==> config.mk <==
export PLATFORM = sky130hd
export DESIGN_NAME = io_port_responder_flat
export DESIGN_NICKNAME = d
export VERILOG_FILES = /design/src/rtl/io_port_responder_if.sv /design/src/rtl/io_port_responder.sv /design/src/flat_wrapper.sv
export SDC_FILE = /design/constraint.sdc
export NUM_CORES = 1
export LEC_CHECK = 0
export CORE_MARGIN = 4
export CORE_UTILIZATION = 50
export CTS_BUF_LIST = sky130_fd_sc_hd__clkbuf_2
export DETAILED_ROUTE_END_ITERATION = 7
export GPL_ROUTABILITY_DRIVEN = 0
export PLACE_DENSITY = 0.78
export SLEW_MARGIN = 20
export SYNTH_ARGS = -nofsm -noshare
export SYNTH_HDL_FRONTEND = slang
export SYNTH_SLANG_ARGS = --single-unit
==> constraint.sdc <==
create_clock -name clk -period 2.6 [get_ports clk]
set_input_delay 0.52 -clock clk [delete_from_list [all_inputs] [get_ports clk]]
set_output_delay 0.52 -clock clk [all_outputs]
set_load 0.03 [all_outputs]
==> src/rtl/io_port_responder_if.sv <==
// Port-bus bundle between the control unit (master) and the port responder (slave).
interface io_port_responder_if #(
    parameter int DW = 32,
    parameter int AW = 2
);
    logic          port_cyc_i;
    logic          port_stb_i;
    logic          port_we_i;
    logic [AW:0]   port_adr_i;
    logic [DW-1:0] port_dat_i;
    logic [DW-1:0] port_dat_o;
    logic          port_ack_o;

    modport master (
        output port_cyc_i, port_stb_i, port_we_i, port_adr_i, port_dat_i,
        input  port_dat_o, port_ack_o
    );

    modport slave (
        input  port_cyc_i, port_stb_i, port_we_i, port_adr_i, port_dat_i,
        output port_dat_o, port_ack_o
    );
endinterface

==> src/rtl/io_port_responder.sv <==
// Port-bus responder: wait-stated acknowledge, output registers, synchronized
// input ports with change detection feeding a priority interrupt request.

module io_port_responder_lane #(
    parameter int DW = 32
) (
    input  logic          clk,
    input  logic          rst_n,
    input  logic [DW-1:0] pin_i,
    output logic [DW-1:0] sync_o,
    output logic          chg_o
);
    logic [DW-1:0] sync1_q, sync1_d;
    logic [DW-1:0] sync2_q, sync2_d;
    logic [DW-1:0] prev_q,  prev_d;

    always_comb begin
        sync1_d = pin_i;
        sync2_d = sync1_q;
        prev_d  = sync2_q;
    end

    always_ff @(posedge clk or negedge rst_n) begin
        if (!rst_n) begin
            sync1_q <= '0;
            sync2_q <= '0;
            prev_q  <= '0;
        end else begin
            sync1_q <= sync1_d;
            sync2_q <= sync2_d;
            prev_q  <= prev_d;
        end
    end

    assign sync_o = sync2_q;
    assign chg_o  = (sync2_q != prev_q);
endmodule

module io_port_responder #(
    parameter int NPORTS      = 4,
    parameter int DW          = 32,
    parameter int AW          = 2,
    parameter int WAIT_CYCLES = 1
) (
    input  logic                 clk,
    input  logic                 rst_n,
    io_port_responder_if.slave   bus,
    input  logic [NPORTS*DW-1:0] in_i,
    output logic [NPORTS*DW-1:0] out_o,
    output logic                 int_req_o,
    output logic [AW-1:0]        int_src_o,
    input  logic                 int_ack_i
);
    typedef enum logic [1:0] {S_IDLE, S_WAIT, S_ACK} state_t;

    localparam logic [3:0] WAIT_INIT = 4'(WAIT_CYCLES);

    logic [NPORTS-1:0][DW-1:0] sync_w;
    logic [NPORTS-1:0]         chg_w;

    for (genvar p = 0; p < NPORTS; p++) begin : g_lane
        io_port_responder_lane #(.DW(DW)) u_lane (
            .clk    (clk),
            .rst_n  (rst_n),
            .pin_i  (in_i[p*DW +: DW]),
            .sync_o (sync_w[p]),
            .chg_o  (chg_w[p])
        );
    end

    state_t                    state_q, state_d;
    logic [3:0]                cnt_q,   cnt_d;
    logic [AW:0]               adr_q,   adr_d;
    logic                      we_q,    we_d;
    logic [DW-1:0]             wdat_q,  wdat_d;
    logic [NPORTS-1:0][DW-1:0] out_q,   out_d;
    logic [DW-1:0]             dat_q,   dat_d;
    logic                      ack_q,   ack_d;
    logic [NPORTS-1:0]         pend_q,  pend_d;

    logic                      enter_ack;
    logic [AW:0]               eff_adr;
    logic                      eff_we;
    logic [DW-1:0]             eff_dat;

    // With zero wait states the request goes straight to ACK, so the transfer
    // must act on the live bus inputs rather than the not-yet-latched copies.
    always_comb begin
        state_d   = state_q;
        cnt_d     = cnt_q;
        adr_d     = adr_q;
        we_d      = we_q;
        wdat_d    = wdat_q;
        out_d     = out_q;
        dat_d     = '0;
        ack_d     = 1'b0;
        enter_ack = 1'b0;
        eff_adr   = adr_q;
        eff_we    = we_q;
        eff_dat   = wdat_q;
        case (state_q)
            S_IDLE: begin
                if (bus.port_cyc_i && bus.port_stb_i) begin
                    adr_d   = bus.port_adr_i;
                    we_d    = bus.port_we_i;
                    wdat_d  = bus.port_dat_i;
                    cnt_d   = WAIT_INIT;
                    eff_adr = bus.port_adr_i;
                    eff_we  = bus.port_we_i;
                    eff_dat = bus.port_dat_i;
                    if (WAIT_INIT == 4'd0) begin
                        state_d   = S_ACK;
                        enter_ack = 1'b1;
                    end else begin
                        state_d = S_WAIT;
                    end
                end
            end
            S_WAIT: begin
                if (!bus.port_cyc_i) begin
                    state_d = S_IDLE;
                    cnt_d   = 4'd0;
                end else begin
                    cnt_d = cnt_q - 4'd1;
                    if (cnt_q == 4'd1) begin
                        state_d   = S_ACK;
                        enter_ack = 1'b1;
                    end
                end
            end
            S_ACK:   state_d = S_IDLE;
            default: state_d = S_IDLE;
        endcase

        if (enter_ack) begin
            ack_d = 1'b1;
            if (eff_we) begin
                if (eff_adr[AW]) out_d[eff_adr[AW-1:0]] = eff_dat;
            end else begin
                dat_d = eff_adr[AW] ? out_q[eff_adr[AW-1:0]] : sync_w[eff_adr[AW-1:0]];
            end
        end
    end

    logic [AW-1:0]     src_w;
    logic [NPORTS-1:0] clr_w;

    always_comb begin
        src_w = '0;
        for (int i = NPORTS - 1; i >= 0; i--) begin
            if (pend_q[i]) src_w = AW'(i);
        end
        clr_w        = '0;
        clr_w[src_w] = int_ack_i;
        // A fresh change on the acknowledged port keeps it pending.
        pend_d       = (pend_q & ~clr_w) | chg_w;
    end

    always_ff @(posedge clk or negedge rst_n) begin
        if (!rst_n) begin
            state_q <= S_IDLE;
            cnt_q   <= '0;
            adr_q   <= '0;
            we_q    <= 1'b0;
            wdat_q  <= '0;
            out_q   <= '0;
            dat_q   <= '0;
            ack_q   <= 1'b0;
            pend_q  <= '0;
        end else begin
            state_q <= state_d;
            cnt_q   <= cnt_d;
            adr_q   <= adr_d;
            we_q    <= we_d;
            wdat_q  <= wdat_d;
            out_q   <= out_d;
            dat_q   <= dat_d;
            ack_q   <= ack_d;
            pend_q  <= pend_d;
        end
    end

    assign bus.port_ack_o = ack_q;
    assign bus.port_dat_o = dat_q;
    assign out_o          = out_q;
    assign int_req_o      = |pend_q;
    assign int_src_o      = src_w;
endmodule

==> src/flat_wrapper.sv <==
// flat-port wrapper written by rule: the top's interface ports become plain ports
module io_port_responder_flat 
#(
    parameter int NPORTS      = 4,
    parameter int DW          = 32,
    parameter int AW          = 2,
    parameter int WAIT_CYCLES = 1
)
  (clk, rst_n, in_i, out_o, int_req_o, int_src_o, int_ack_i, bus_port_cyc_i, bus_port_stb_i, bus_port_we_i, bus_port_adr_i, bus_port_dat_i, bus_port_dat_o, bus_port_ack_o);
  io_port_responder_if #(.DW(DW), .AW(AW)) bus_i ();
  input  logic clk;
  input  logic rst_n;
  input  logic [NPORTS*DW-1:0] in_i;
  output logic [NPORTS*DW-1:0] out_o;
  output logic int_req_o;
  output logic [AW-1:0] int_src_o;
  input  logic int_ack_i;
  input wire logic [$bits(bus_i.port_cyc_i)-1:0] bus_port_cyc_i;
  input wire logic [$bits(bus_i.port_stb_i)-1:0] bus_port_stb_i;
  input wire logic [$bits(bus_i.port_we_i)-1:0] bus_port_we_i;
  input wire logic [$bits(bus_i.port_adr_i)-1:0] bus_port_adr_i;
  input wire logic [$bits(bus_i.port_dat_i)-1:0] bus_port_dat_i;
  output wire logic [$bits(bus_i.port_dat_o)-1:0] bus_port_dat_o;
  output wire logic [$bits(bus_i.port_ack_o)-1:0] bus_port_ack_o;
  assign bus_i.port_cyc_i = bus_port_cyc_i;
  assign bus_i.port_stb_i = bus_port_stb_i;
  assign bus_i.port_we_i = bus_port_we_i;
  assign bus_i.port_adr_i = bus_port_adr_i;
  assign bus_i.port_dat_i = bus_port_dat_i;
  assign bus_port_dat_o = bus_i.port_dat_o;
  assign bus_port_ack_o = bus_i.port_ack_o;
  io_port_responder #(.NPORTS(NPORTS), .DW(DW), .AW(AW), .WAIT_CYCLES(WAIT_CYCLES)) u_core (.clk(clk), .rst_n(rst_n), .bus(bus_i), .in_i(in_i), .out_o(out_o), .int_req_o(int_req_o), .int_src_o(int_src_o), .int_ack_i(int_ack_i));
endmodule
==> out/metrics.csv <==
metric,value,unit
dp_hpwl,41400,um
max_cap_viol_count,0,
postSynthRegisterBits,591,
fin_crit_sh,97.3,%
grt_overflow,0,
final-max-slew-violation-count,0,
drt_first_pass_iters,5,
num_rows,73,
share_of_post_route_cells_with_drive_strength_above_1,19.4,%
mappedNetlistNets,1470,
post-layout-total-power,26.7,mW
pwr-share-seq,44.3,%
irDropWorstVdd,0.611,mV
finalNonFillerCells,2567,
synth_warnings,0,
crit_chain,nor2_2 -> nand2_1 -> buf_2,
clkTransAtPathRegs,0.12,ns
p_per_area,970,nW/um2
cpLargestDelayFamily,flip-flops,
critPathCaptureType,output pin,
drtIter0Drc,1189,
grt_max_degree,67,
required_time_worst_endpoint,2.08,ns
cts_made_buffers,145,
post_synth_instance_area,20400,um2
setup-tns-final,0,ns
grt_antenna_before_repair,2,
critical_path.slowest_cell,dfrtp_2,
worst_hold_path_type,primary input to flop,
combPwrFrac,31.1,%
post_route_wl,61400,um
clock_sinks,591,
wl_per_cell,23.9,um
cts_root_buf,clkbuf_2,
drt-met1-wl,23700,um
unrepaired_setup_endpoints_after_global_routing,yes,
period_needed,2.53,ns
yosysSeqAreaShare,72.7,%
worstPathMaxFanout,5,
ios,333,
synth_top_cell_area_share,72.7,%
ctsHtreeMaxLevel,4,
timing.critical_path.arrival,2.01,ns
via_per_inst,5.43,
start_util,50.9,%
design.die.area,44000,um2
die-width,210,um
post_synth.cell_area_avg,15.7,um2
p_int,16.9,mW
cell_types_with_the_largest_area_share_after_synthesis,"dfrtp_1 73%, mux4_2 7.1%, o21ai_0 6.1%",
leakage_power,13.0,nW
first_global_vias,15200,
relSlewSlack,52.2,%
fmax,395,MHz
tightest_slew,0.711,ns
final_instance_area,27600,um2
synth.largest_area_cell,dfrtp_1,
cts-root-to-sink-buffers,3,
slowest_delay,0.48,ns
postSynthCellCount,1299,
fin_skew,0.0918,ns
worstSetupStartpointType,flop,
grt_first_pass_wirelength,93400,um
route.detailed.drc,0,
pwr-share-clk,24.7,%
synth_cell_type_count,42,
status,completed,
number_of_nets_in_the_final_layout,2103,
layout.filler_cells,2824,
met3_length,3560,um
port-buffer-count,332,
syn_to_final_growth,35.4,%
place.detailed.instances,2179,
insertion_delay_to_the_later_sink_of_the_worst_skew_pair,1.08,ns
coreArea,40000,um2
routed-wl-met2,31700,um
final_antenna_net_count,0,
setup_viol,0,
route.vias.total,13900,
uppermost_signal_routing_layer_after_detailed_routing,met4,
height_of_the_chip,210,um
path_class,flop to output pin,
timing_hold_violations_final,0,
crit_buf_inv,1,
net-switching-power,9.86,mW
sw_frac_of_total,36.9,%
cts_tree,yes,
grt.total_usage,28.4,%
dpl-instance-area,25000,um2
-- power groups by stage --
stage / clock network, mW / registers [mW] / logic (mW)
2_1_floorplan: 0 / 13.4 / 2.97
3_3_place_gp: 0 / 11.9 / 8.60
3_5_place_dp: 0 / 12.0 / 8.79
4_1_cts: 6.69 / 11.8 / 8.34
5_1_grt: 7.29 / 12.0 / 8.83
6_report: 6.60 / 11.8 / 8.31
-- cells in the mapped netlist (all sizes together) --
cell type and number:
a21oi 6, a22o 32, and3 3, buf 21
clkbuf 42, dfrtp 591, ha 2, inv 40
mux2 1, mux2i 36, mux4 64, nand2 4
nand3 6, nand3b 1, nand4 21, nor2 7
nor2b 2, nor3 4, nor3b 1, nor4 20
nor4bb 1, o211ai 1, o21ai 262, o21bai 1
o22ai 1, or3 1, xnor2 55, xor2 73
-- kinds of logic (layout without fill, tap and decap cells) --
logic type	Yosys count	after routing	synth area share, %
AO/OA/AOI/OAI	303	303	8.07
buffers and inverters	103	844	2.39
AND/OR/NAND/NOR	71	71	2.20
adder cells (fa/ha/maj)	2	2	0.123
other	0	2	0
flip-flops	591	591	72.7
multiplexers	101	101	9.03
XOR/XNOR	128	128	5.51
-- metrics by stage --
stage	hold WS, ns	setup slack, ns	util, %
after CTS	0.0795	0.00560	68.8
after global routing	0.0604	-0.0960	68.9
after floorplan	0.224	0.0807	-
after detailed placement	0.335	-0.469	62.4
final	0.184	0.0696	68.9
after global placement	0.334	-0.352	62.4
-- final timing paths --
path	cells after the start	slack, ns	endpoint	start
setup / recovery	3	0.07	int_req_o	u_core.pend_q[0]$_DFF_PN0_
hold / removal	3	0.18	u_core.wdat_q[9]$_DFF_PN0_	bus_port_dat_i[9]
setup reg to reg	7	0.13	u_core.bus.port_dat_o[31]$_DFF_PN0_	u_core.state_q[1]$_DFFE_PN0P_
hold reg to reg	0	0.33	u_core.g_lane[2].u_lane.sync_o[16]$_DFF_PN0_	u_core.g_lane[2].u_lane.sync1_q[16]$_DFF_PN0_
max in group asynchronous	3	1.94	u_core.wdat_q[24]$_DFF_PN0_	rst_n
min in group asynchronous	3	0.19	u_core.g_lane[3].u_lane.sync_o[23]$_DFF_PN0_	rst_n
-- state kept, by name (all words and copies together), names as in the netlist --
name / count
u_core.g_lane.u_lane.sync_o: 128
u_core.cnt_q: 4
u_core.bus.port_dat_o: 32
u_core.g_lane.u_lane.prev_q: 128
u_core.we_q: 1
u_core.pend_q: 4
u_core.out_o: 128
u_core.g_lane.u_lane.sync1_q: 128
u_core.state_q: 2
u_core.bus.port_ack_o: 1
u_core.wdat_q: 32
u_core.adr_q: 3
-- routing by layer --
metal	global-route usage, %	up-vias
met5	0	-
met4	12.1	0
met3	5.71	137
met2	47.6	678
met1	36.6	7203
li1	-	5929
-- timing repair --
action	CTS	global route
buffers inserted	0	1
resized for setup	182	9
hold buffers	130	0
endpoints found under the setup margin	164	40
hold endpoints to repair	719	0
pin swaps	0	1
-- worst reg2reg max path, cell delays in order (launching register included) --
cell	delay, ns
dfrtp_1	0.49
nor4bb_4	0.31
buf_4	0.22
mux2i_4	0.26
buf_12	0.17
buf_12	0.16
mux4_2	0.50
a22o_1	0.24
-- cells in the final DEF (no fill, tap or decap), types with 3 or more instances in the layout --
| master | synthesis | routed |
|---|---|---|
| dfrtp_1 | 591 | 590 |
| o21ai_0 | 250 | 250 |
| clkbuf_2 | 1 | 204 |
| clkdlybuf4s50_1 | 0 | 167 |
| dlygate4sd2_1 | 0 | 158 |
| dlygate4sd3_1 | 0 | 129 |
| xor2_1 | 73 | 73 |
| mux4_2 | 64 | 64 |
| buf_4 | 3 | 62 |
| xnor2_1 | 55 | 55 |
| inv_1 | 38 | 38 |
| mux2i_1 | 34 | 34 |
| a22o_1 | 32 | 32 |
| clkinv_1 | 0 | 32 |
| buf_12 | 1 | 25 |
| nor4_1 | 20 | 20 |
| nand4_1 | 19 | 19 |
| o21ai_1 | 12 | 12 |
| bufinv_16 | 0 | 7 |
| a21oi_1 | 6 | 5 |
| nand3_1 | 4 | 4 |
| nand2_1 | 4 | 4 |
| nor2_2 | 0 | 4 |
| clkinv_4 | 0 | 4 |
| nor2_1 | 7 | 3 |
| nor3_1 | 4 | 3 |
| clkinvlp_4 | 0 | 3 |
| clkinv_2 | 0 | 3 |
| clkdlybuf4s15_1 | 0 | 3 |
-- area by class of cell --
cell class / count / area [um2] / share of cell area (%)
clock buffers: 204 / 1020 / 3.70
diodes: 2 / 5.00 / 0.0182
clock inverters: 51 / 423 / 1.53
inverters: 40 / 153 / 0.554
flip-flops and latches: 591 / 14800 / 53.7
well taps: 525 / 657 / 2.38
multi-input cells: 605 / 5100 / 18.5
repair buffers: 549 / 5410 / 19.6
Note: power is estimated with default switching activity, not from simulation.
==> patch (config.mk and constraints unchanged) <==
`AW` is set to 2 in 3 places; all go to 3.
--- a/src/rtl/io_port_responder_if.sv
+++ b/src/rtl/io_port_responder_if.sv
@@ -2,5 +2,5 @@
 interface io_port_responder_if #(
     parameter int DW = 32,
-    parameter int AW = 2
+    parameter int AW = 3
 );
     logic          port_cyc_i;
--- a/src/rtl/io_port_responder.sv
+++ b/src/rtl/io_port_responder.sv
@@ -40,5 +40,5 @@
     parameter int NPORTS      = 4,
     parameter int DW          = 32,
-    parameter int AW          = 2,
+    parameter int AW          = 3,
     parameter int WAIT_CYCLES = 1
 ) (
--- a/src/flat_wrapper.sv
+++ b/src/flat_wrapper.sv
@@ -4,5 +4,5 @@
     parameter int NPORTS      = 4,
     parameter int DW          = 32,
-    parameter int AW          = 2,
+    parameter int AW          = 3,
     parameter int WAIT_CYCLES = 1
 )
Interface: changed (resized bus_port_adr_i and int_src_o); port bits go from 333 to 335. The function was not compared with the original's and may differ.
==> patch against the unedited design <==
- worst hold slack got worse by 0.042 ns
- count of clock-buffer cells in the layout fell by 1
- combinational power shrank 24%
- wire length decreased by 7.5%
- area after synthesis is 0.33% higher
- cell area up 0.36%
- sequential cell count rose by 1
- critical path depth is 5 higher
- power down 13%
- setup slack lost 0.065 ns
- sequential power decreased by 6%
- via count fell by 10%
- die area rose by 0.31%
- largest cell class unchanged
- highest routed layer is now met5
==> patch: results (changes against the unedited design) <==
[status]
status=completed

[global_route]
antenna_found_initial=3  ; +1
grtUsageTotal=0.258  ; -0.0258
grt_max_degree=92  ; +37%
grt_pass1_vias=14000  ; -7.4%

[final_layout]
nets=1983  ; -5.7%
layout-drive-gt1-share=0.287  ; +0.0928

[cts]
clk_pin_slew_ns=0.10  ; -0.02 ns
cts_buffers=143  ; -1.4%

[worst_setup_path]
crit_fanout=10  ; +5
cp_top_family=simple AND/OR/NAND/NOR gates
arrival_ns=3.51  ; +1.50 ns

[yosys]
synth_common_cells=dfrtp_1, mux2_2, nand2_1
syn-num-nets=1335  ; -9.2%
synth_seq_area_share=0.726  ; -0.00113
synthCells=1163  ; -10%

[drt]
avgViaCountPerCell=5.14  ; -5.5%
first_iter_violations=774  ; -35%
wirelength_um=56900  ; -7.5%

[power_and_ir_drop]
net-switching-power_mw=7.80  ; -21%
ir_drop_mv=0.354  ; -42%

[place]
place_area_um2=24900  ; -0.19%
dpl.hpwl_um=37700  ; -8.9%
dp_slack_ns=-0.608  ; -0.139 ns

[timing]
finClkSkew_ns=0.107  ; +0.0151 ns

[patch: changes by cell type in the layout (fill, tap and decap cells not counted), sizes merged, moves of 6 or more]
cell,before,now
bufinv,7,1
o21ai,262,6
a22o,32,7
mux2,1,162
mux2i,36,4
inv,42,15
nand2,4,78
buf,92,75
[patch: layer usage]
layer  track usage  vias to the layer above  share of wire
li1              -                     5438              -
met1         0.326                     6490           0.39
met2         0.429                      499           0.51
met3        0.0664                      122          0.057
met4         0.112                        2          0.037
met5             0                        -        0.00018
[patch: worst reg2reg max path: cells and delay by family (launching register included)]
family / cells / cell delay (ns)
simple gates: 3 / 0.83
buf+inv: 3 / 0.62
mux: 2 / 0.60
flops: 1 / 0.46
[patch: layout make-up]
class	count	area (um^2)
Timing Repair Buffer	539	5480
Antenna cell	2	5.00
Sequential cell	592	14800
Fill cell	2717	12300
Clock inverter	48	244
Tap cell	525	657
Multi-Input combinational cell	525	5400
Clock buffer	203	1020
Inverter	10	43.8
[patch: kinds of logic after synthesis]
| family | synth area share |
|---|---|
| AO/OA/AOI/OAI | 0.00699 |
| flip-flops | 0.726 |
| buffers and inverters | 0.0142 |
| adder cells (fa/ha/maj) | 0.00123 |
| XOR/XNOR | 0.0549 |
| AND/OR/NAND/NOR | 0.0344 |
| multiplexers | 0.163 |
| other | 0.000184 |
[patch: final timing paths]
path	start	end	slack, ns	cells past startpoint
min in group asynchronous	rst_n	u_core.g_lane[2].u_lane.prev_q[13]$_DFF_PN0_	0.65	4
max	u_core.state_q[0]$_DFFE_PN0P_	u_core.out_o[68]$_DFFE_PN0P_	0.004	8
max in group asynchronous	rst_n	u_core.g_lane[1].u_lane.sync_o[11]$_DFF_PN0_	1.37	4
min	bus_port_dat_i[14]	u_core.wdat_q[14]$_DFF_PN0_	0.14	2
min reg2reg	u_core.g_lane[0].u_lane.sync1_q[12]$_DFF_PN0_	u_core.g_lane[0].u_lane.sync_o[12]$_DFF_PN0_	0.28	0
max reg2reg	u_core.state_q[0]$_DFFE_PN0P_	u_core.out_o[68]$_DFFE_PN0P_	0.004	8
[patch: timing repair]
item,CTS,global route
setup endpoints to repair,268,124
gates resized for setup,193,15
hold buffers,131,0
buffers inserted,3,5
endpoints found under the hold margin,720,0
pin swaps,5,3
cloned,2,4
[patch: power groups by stage]
stage | clock (mW) | combinational (mW) | sequential, mW
final | 5.86 | 6.30 | 11.1
after detailed placement | 0 | 6.25 | 11.3
after floorplan | 0 | 2.38 | 12.1
after global routing | 6.59 | 6.64 | 11.2
after global placement | 0 | 6.13 | 11.2
after CTS | 5.97 | 6.24 | 11.0
